### config.mk
export PLATFORM = sky130hd
export DESIGN_NAME = vga_scanout
export DESIGN_NICKNAME = d
export VERILOG_FILES = /design/src/rtl/vga_scanout_pkg.sv /design/src/rtl/vga_scanout_timing.sv /design/src/rtl/vga_scanout.sv
export SDC_FILE = /design/constraint.sdc
export NUM_CORES = 1
export LEC_CHECK = 0
export ABC_AREA = 1
export BUFFER_PORTS_ARGS = -buffer_cell sky130_fd_sc_hd__buf_2
export CAP_MARGIN = 40
export CORE_MARGIN = 4
export CORE_UTILIZATION = 40
export CTS_CLUSTER_SIZE = 8
export DETAILED_ROUTE_END_ITERATION = 10
export PLACE_DENSITY = 0.73
export SETUP_SLACK_MARGIN = 0.2
export SLEW_MARGIN = 10
export SYNTH_ARGS = -nofsm -noshare
export SYNTH_HDL_FRONTEND = slang
export SYNTH_SLANG_ARGS = --single-unit
export TNS_END_PERCENT = 20
### constraint.sdc
create_clock -name i_clk -period 1.87 [get_ports i_clk]
set_input_delay 0.187 -clock i_clk [delete_from_list [all_inputs] [get_ports i_clk]]
set_output_delay 0.187 -clock i_clk [all_outputs]
set_load 0.005 [all_outputs]
### src/rtl/vga_scanout_pkg.sv
// Shared VGA types and default 640x480@60 timing constants, used by the frame
// memory, the scanout stage and software-facing code.
package vga_scanout_pkg;

    typedef struct packed {
        logic [3:0] r;
        logic [3:0] g;
        logic [3:0] b;
    } vga_color_t;

    localparam int VGA_H_ACTIVE = 640;
    localparam int VGA_H_TOTAL  = 800;
    localparam int VGA_V_ACTIVE = 480;
    localparam int VGA_V_TOTAL  = 525;
    localparam int VGA_CNT_W    = 10;

    // Raw per-clock timing flags, before alignment to the framebuffer read latency
    typedef struct packed {
        logic active;
        logic hs;
        logic vs;
    } vga_tim_t;

endpackage

### src/rtl/vga_scanout_timing.sv
// Free-running h/v counters with raw active/sync flags and the software-facing
// vblank / frame_start registers (taken from the undelayed counters).
module vga_timing
    import vga_scanout_pkg::*;
#(
    parameter int H_ACTIVE = VGA_H_ACTIVE,
    parameter int H_FP     = 16,
    parameter int H_SYNC   = 96,
    parameter int H_BP     = 48,
    parameter int V_ACTIVE = VGA_V_ACTIVE,
    parameter int V_FP     = 10,
    parameter int V_SYNC   = 2,
    parameter int V_BP     = 33
) (
    input  logic                 i_clk,
    input  logic                 i_reset,
    output logic [VGA_CNT_W-1:0] o_h_cnt,
    output logic [VGA_CNT_W-1:0] o_v_cnt,
    output vga_tim_t             o_tim,
    output logic                 o_vblank,
    output logic                 o_frame_start
);

    localparam int H_TOTAL = H_ACTIVE + H_FP + H_SYNC + H_BP;
    localparam int V_TOTAL = V_ACTIVE + V_FP + V_SYNC + V_BP;
    localparam int HS_FIRST = H_ACTIVE + H_FP;
    localparam int HS_LAST  = H_ACTIVE + H_FP + H_SYNC - 1;
    localparam int VS_FIRST = V_ACTIVE + V_FP;
    localparam int VS_LAST  = V_ACTIVE + V_FP + V_SYNC - 1;

    logic [VGA_CNT_W-1:0] h_cnt_q, h_cnt_d;
    logic [VGA_CNT_W-1:0] v_cnt_q, v_cnt_d;
    logic                 vblank_q, vblank_d;
    logic                 fstart_q, fstart_d;
    logic                 h_wrap;

    always_comb begin
        h_wrap  = (h_cnt_q == VGA_CNT_W'(H_TOTAL - 1));
        h_cnt_d = h_wrap ? '0 : h_cnt_q + 1'b1;
        v_cnt_d = v_cnt_q;
        if (h_wrap) begin
            v_cnt_d = (v_cnt_q == VGA_CNT_W'(V_TOTAL - 1)) ? '0 : v_cnt_q + 1'b1;
        end
        vblank_d = (v_cnt_q >= VGA_CNT_W'(V_ACTIVE));
        fstart_d = (h_cnt_q == '0) && (v_cnt_q == VGA_CNT_W'(V_ACTIVE));
    end

    always_ff @(posedge i_clk) begin
        if (i_reset) begin
            h_cnt_q  <= '0;
            v_cnt_q  <= '0;
            vblank_q <= 1'b0;
            fstart_q <= 1'b0;
        end else begin
            h_cnt_q  <= h_cnt_d;
            v_cnt_q  <= v_cnt_d;
            vblank_q <= vblank_d;
            fstart_q <= fstart_d;
        end
    end

    always_comb begin
        o_tim.active = (h_cnt_q < VGA_CNT_W'(H_ACTIVE)) && (v_cnt_q < VGA_CNT_W'(V_ACTIVE));
        o_tim.hs     = (h_cnt_q >= VGA_CNT_W'(HS_FIRST)) && (h_cnt_q <= VGA_CNT_W'(HS_LAST));
        o_tim.vs     = (v_cnt_q >= VGA_CNT_W'(VS_FIRST)) && (v_cnt_q <= VGA_CNT_W'(VS_LAST));
    end

    assign o_h_cnt       = h_cnt_q;
    assign o_v_cnt       = v_cnt_q;
    assign o_vblank      = vblank_q;
    assign o_frame_start = fstart_q;

endmodule

### src/rtl/vga_scanout.sv
// Scanout stage: issues framebuffer coordinates, delays the timing flags to line
// up with the returned color, and registers the VGA pins.
module vga_scanout
    import vga_scanout_pkg::*;
#(
    parameter int   H_ACTIVE   = VGA_H_ACTIVE,
    parameter int   H_FP       = 16,
    parameter int   H_SYNC     = 96,
    parameter int   H_BP       = 48,
    parameter int   V_ACTIVE   = VGA_V_ACTIVE,
    parameter int   V_FP       = 10,
    parameter int   V_SYNC     = 2,
    parameter int   V_BP       = 33,
    parameter int   SCALE_LOG2 = 2,
    parameter int   RD_LAT     = 1,
    parameter logic SYNC_POL   = 1'b0
) (
    input  logic       i_clk,
    input  logic       i_reset,
    input  vga_color_t i_color,
    output logic [7:0] o_pxlX,
    output logic [7:0] o_pxlY,
    output logic       o_hsync,
    output logic       o_vsync,
    output logic       o_de,
    output vga_color_t o_color,
    output logic       o_vblank,
    output logic       o_frame_start
);

    logic [VGA_CNT_W-1:0] h_cnt, v_cnt;
    vga_tim_t             tim_raw, tim_out;
    vga_tim_t [RD_LAT:1]  tim_pipe_q;

    logic       de_q, de_d;
    logic       hsync_q, hsync_d;
    logic       vsync_q, vsync_d;
    vga_color_t color_q, color_d;

    vga_timing #(
        .H_ACTIVE (H_ACTIVE),
        .H_FP     (H_FP),
        .H_SYNC   (H_SYNC),
        .H_BP     (H_BP),
        .V_ACTIVE (V_ACTIVE),
        .V_FP     (V_FP),
        .V_SYNC   (V_SYNC),
        .V_BP     (V_BP)
    ) u_timing (
        .i_clk         (i_clk),
        .i_reset       (i_reset),
        .o_h_cnt       (h_cnt),
        .o_v_cnt       (v_cnt),
        .o_tim         (tim_raw),
        .o_vblank      (o_vblank),
        .o_frame_start (o_frame_start)
    );

    // Coordinates are parked at 0 in blanking so the memory sees a stable address
    always_comb begin
        o_pxlX = '0;
        o_pxlY = '0;
        if (tim_raw.active) begin
            o_pxlX = 8'(h_cnt >> SCALE_LOG2);
            o_pxlY = 8'(v_cnt >> SCALE_LOG2);
        end
    end

    always_ff @(posedge i_clk) begin
        if (i_reset) begin
            tim_pipe_q <= '0;
        end else begin
            tim_pipe_q[1] <= tim_raw;
            for (int i = 2; i <= RD_LAT; i++) begin
                tim_pipe_q[i] <= tim_pipe_q[i-1];
            end
        end
    end

    assign tim_out = tim_pipe_q[RD_LAT];

    // Color from the memory is only trusted when the aligned active bit is set
    always_comb begin
        de_d    = tim_out.active;
        hsync_d = tim_out.hs ? SYNC_POL : ~SYNC_POL;
        vsync_d = tim_out.vs ? SYNC_POL : ~SYNC_POL;
        color_d = de_d ? i_color : '0;
    end

    always_ff @(posedge i_clk) begin
        if (i_reset) begin
            de_q    <= 1'b0;
            hsync_q <= ~SYNC_POL;
            vsync_q <= ~SYNC_POL;
            color_q <= '0;
        end else begin
            de_q    <= de_d;
            hsync_q <= hsync_d;
            vsync_q <= vsync_d;
            color_q <= color_d;
        end
    end

    assign o_de    = de_q;
    assign o_hsync = hsync_q;
    assign o_vsync = vsync_q;
    assign o_color = color_q;

endmodule

==> results_dict.tcl <==
set metrics [dict create \
    status "complete, no violations" \
    vias_per_cell 4.54 \
    cts_root_buf "clkbuf_8" \
    setup_tns_ns 0 \
    start_util_pct 41.6 \
    ant_nets 0 \
    fmax_mhz 615 \
    clk-insertion-delay-late_ns 0.30 \
    intPower_w 0.00129 \
    syn_area_per_cell_um2 7.16 \
    die_height_um 75.6 \
    grt_pass1_vias 1524 \
    synth.top_cells.by_count "nor2_1 (63), nand2_1 (44), inv_1 (41)" \
    reg2reg_depth 8 \
    cts_buffer_depth 2 \
    syn_inst 255 \
    start_kind "register" \
    ys_top_cells_by_area "dfxtp_1 (44%), nor2_1 (13%), nand2_1 (9.0%)" \
    grt_pass1_wl_mm 6.52 \
    worstSetupPathType "reg -> out" \
    grt_overflow_total 0 \
    fin_skew_ns 0.0106 \
    cp.arrival_ns 1.44 \
    syn_nets 274 \
    min_period_ns 1.63 \
    coreArea_um2 4380 \
    ys_ff_latch 40 \
    num_vias 1645 \
    initialDrtViolationCount 80 \
    die-area_um2 5710 \
    combPwrFrac_pct 4.3 \
    row_count 24 \
    routed_wl_mm 3.98 \
    gp_congestion 0.885 \
    post_drt_wl_per_cell_um 11.0 \
    insertedDiodeCount 0 \
    yosysMostFrequentCell "nor2_1" \
    net-switching-power_w 0.000356 \
    ys_seq_area_share_pct 43.9 \
    async_reset_ff_share_pct 0 \
    pwr_density_cell_nw_per_um2 717 \
    h-tree-depth 2 \
    leakage_nw 1.07 \
    fin_util_pct 52.5 \
    r2r_setup_slack_ns 0.37 \
    hold_viol 0 \
    dr.pass1.iters 4 \
    final_nets 328 \
    final-setup-viol-count 0 \
    drc 0 \
    synth_top_area_share_pct 43.9 \
    crit_fanout 7 \
    cts_hold_buf 0 \
    switching_share_pct 21.6 \
    synth_edf_count 0 \
    track_usage_pct 15.0 \
    rsz0062_at_grt "true" \
    num-fill-cells 421 \
    area_growth_pct 26.1 \
    drive_gt1_share_pct 27.7 \
    synth_area_leader_cell "dfxtp_1" \
    boundaryPins 47 \
    dp_hpwl_mm 2.94 \
    end_kind "primary output" \
    cts_tree "built" \
    holdPathStages 3 \
    clk_pin_slew_ns 0.08 \
    cts_buffers 5 \
    portBuffers 45 \
    pwr-share-clk_pct 42.5 \
    final_max_slew_viol_count 0 \
    hold_path.class "in -> reg" \
    timing.final.crit_share_pct 86.9 \
    required_ns 1.68 \
    yosys_warnings 0 \
    syn-cell-area_um2 1830 \
    clkSinkCount 40 \
    ir_drop_uv 365 \
    grt_antenna_before_repair 0 \
    die_x_um 75.6 \
    maxCapViolations 0 \
    ys.flop_type "dfxtp_1" \
    seqPwrFrac_pct 53.1 \
    grt_max_degree 14 \
    yosysUniqueCellTypes 25 \
]
[cell type report]
| type | instances | area [um^2] | area share (%) |
|---|---|---|---|
| Clock buffer | 5 | 68.8 | 2.99 |
| Clock inverter | 3 | 42.5 | 1.85 |
| Inverter | 41 | 154 | 6.68 |
| Multi-Input combinational cell | 167 | 858 | 37.3 |
| Sequential cell | 40 | 810 | 35.2 |
| Tap cell | 52 | 65.1 | 2.83 |
| Timing Repair Buffer | 54 | 304 | 13.2 |
[flip-flops by register name, indices dropped and copies added, names as in the netlist]
name                    cells
de_d                        1
o_vsync                     1
o_hsync                     1
o_color                    12
tim_out                     2
o_de                        1
u_timing.o_vblank           1
u_timing.o_v_cnt           10
u_timing.o_h_cnt           10
u_timing.o_frame_start      1
[cell families (layout without fill, tap and decap cells)]
group	after synthesis	after routing	share of synthesized area, %
AND/OR/NAND/NOR	142	142	34.8
flip-flops	40	40	43.9
XOR/XNOR	3	3	1.44
AO/OA/AOI/OAI	16	16	5.41
other	1	1	0.205
buffers and inverters	48	103	10.8
adder cells (fa/ha/maj)	5	5	3.43
[layer usage]
metal	vias to the layer above	GRT usage (%)	share of wire, %
li1	883	-	-
met1	696	18.0	44
met2	59	24.4	46
met3	7	3.17	8.8
met4	0	9.51	1.8
met5	-	0	0
[path summary, 6_finish.rpt]
path	from	end
worst max-delay path	u_timing.o_v_cnt[6]	o_pxlX[2]
worst min-delay path	i_color[8]	o_color[8]
worst max register to register	u_timing.o_v_cnt[1]	u_timing.o_v_cnt[8]
worst min register to register	tim_out[1]	o_hsync
[cell usage in the layout, fill, tap and decap left out, types with 5 or more instances in the layout]
master	netlist	layout
nor2_4	3	5
dfxtp_1	40	35
nand4_1	7	7
a21oi_1	6	6
nand3_1	12	12
nand2_1	44	44
inv_1	41	40
ha_1	5	5
nor2_2	2	5
buf_2	5	45
nor2_1	63	58
clkbuf_8	0	5
buf_4	1	6
[critical path, stage by stage, from the launching register on]
cell and delay (ns):
dfxtp_2 0.35, nand4_1 0.14, inv_2 0.07, nor2_4 0.13, o211ai_4 0.11, buf_6 0.15
nor2_1 0.08, buf_2 0.12
[power by group through the flow]
| stage | Clock, W | Combinational (W) | Sequential, W |
|---|---|---|---|
| after detailed placement | 0 | 0.0000722 | 0.000898 |
| after floorplan | 0 | 0.0000398 | 0.000899 |
| after global routing | 0.000755 | 0.0000822 | 0.000879 |
| final | 0.000702 | 0.0000714 | 0.000877 |
| after global placement | 0 | 0.0000711 | 0.000898 |
| after CTS | 0.000722 | 0.0000727 | 0.000877 |
[metrics by stage]
stage	cell area, um^2	hold slack, ns	setup WS, ns	cells	power (W)
4_1_cts	2240	0.0866	0.181	359	0.00167
6_report	2300	0.0948	0.244	362	0.00165
5_1_grt	2300	0.0843	0.163	362	0.00172
3_5_place_dp	2090	0.358	0.346	348	0.000971
3_3_place_gp	2090	0.355	0.354	348	0.000969
2_1_floorplan	1830	0.299	0.536	255	0.000939
[repair_timing]
action,in CTS,in global routing
pin swaps,2,3
endpoints found under the setup margin,15,16
buffers inserted,3,3
resized for setup,5,13
(Power assumes the default switching activity.)
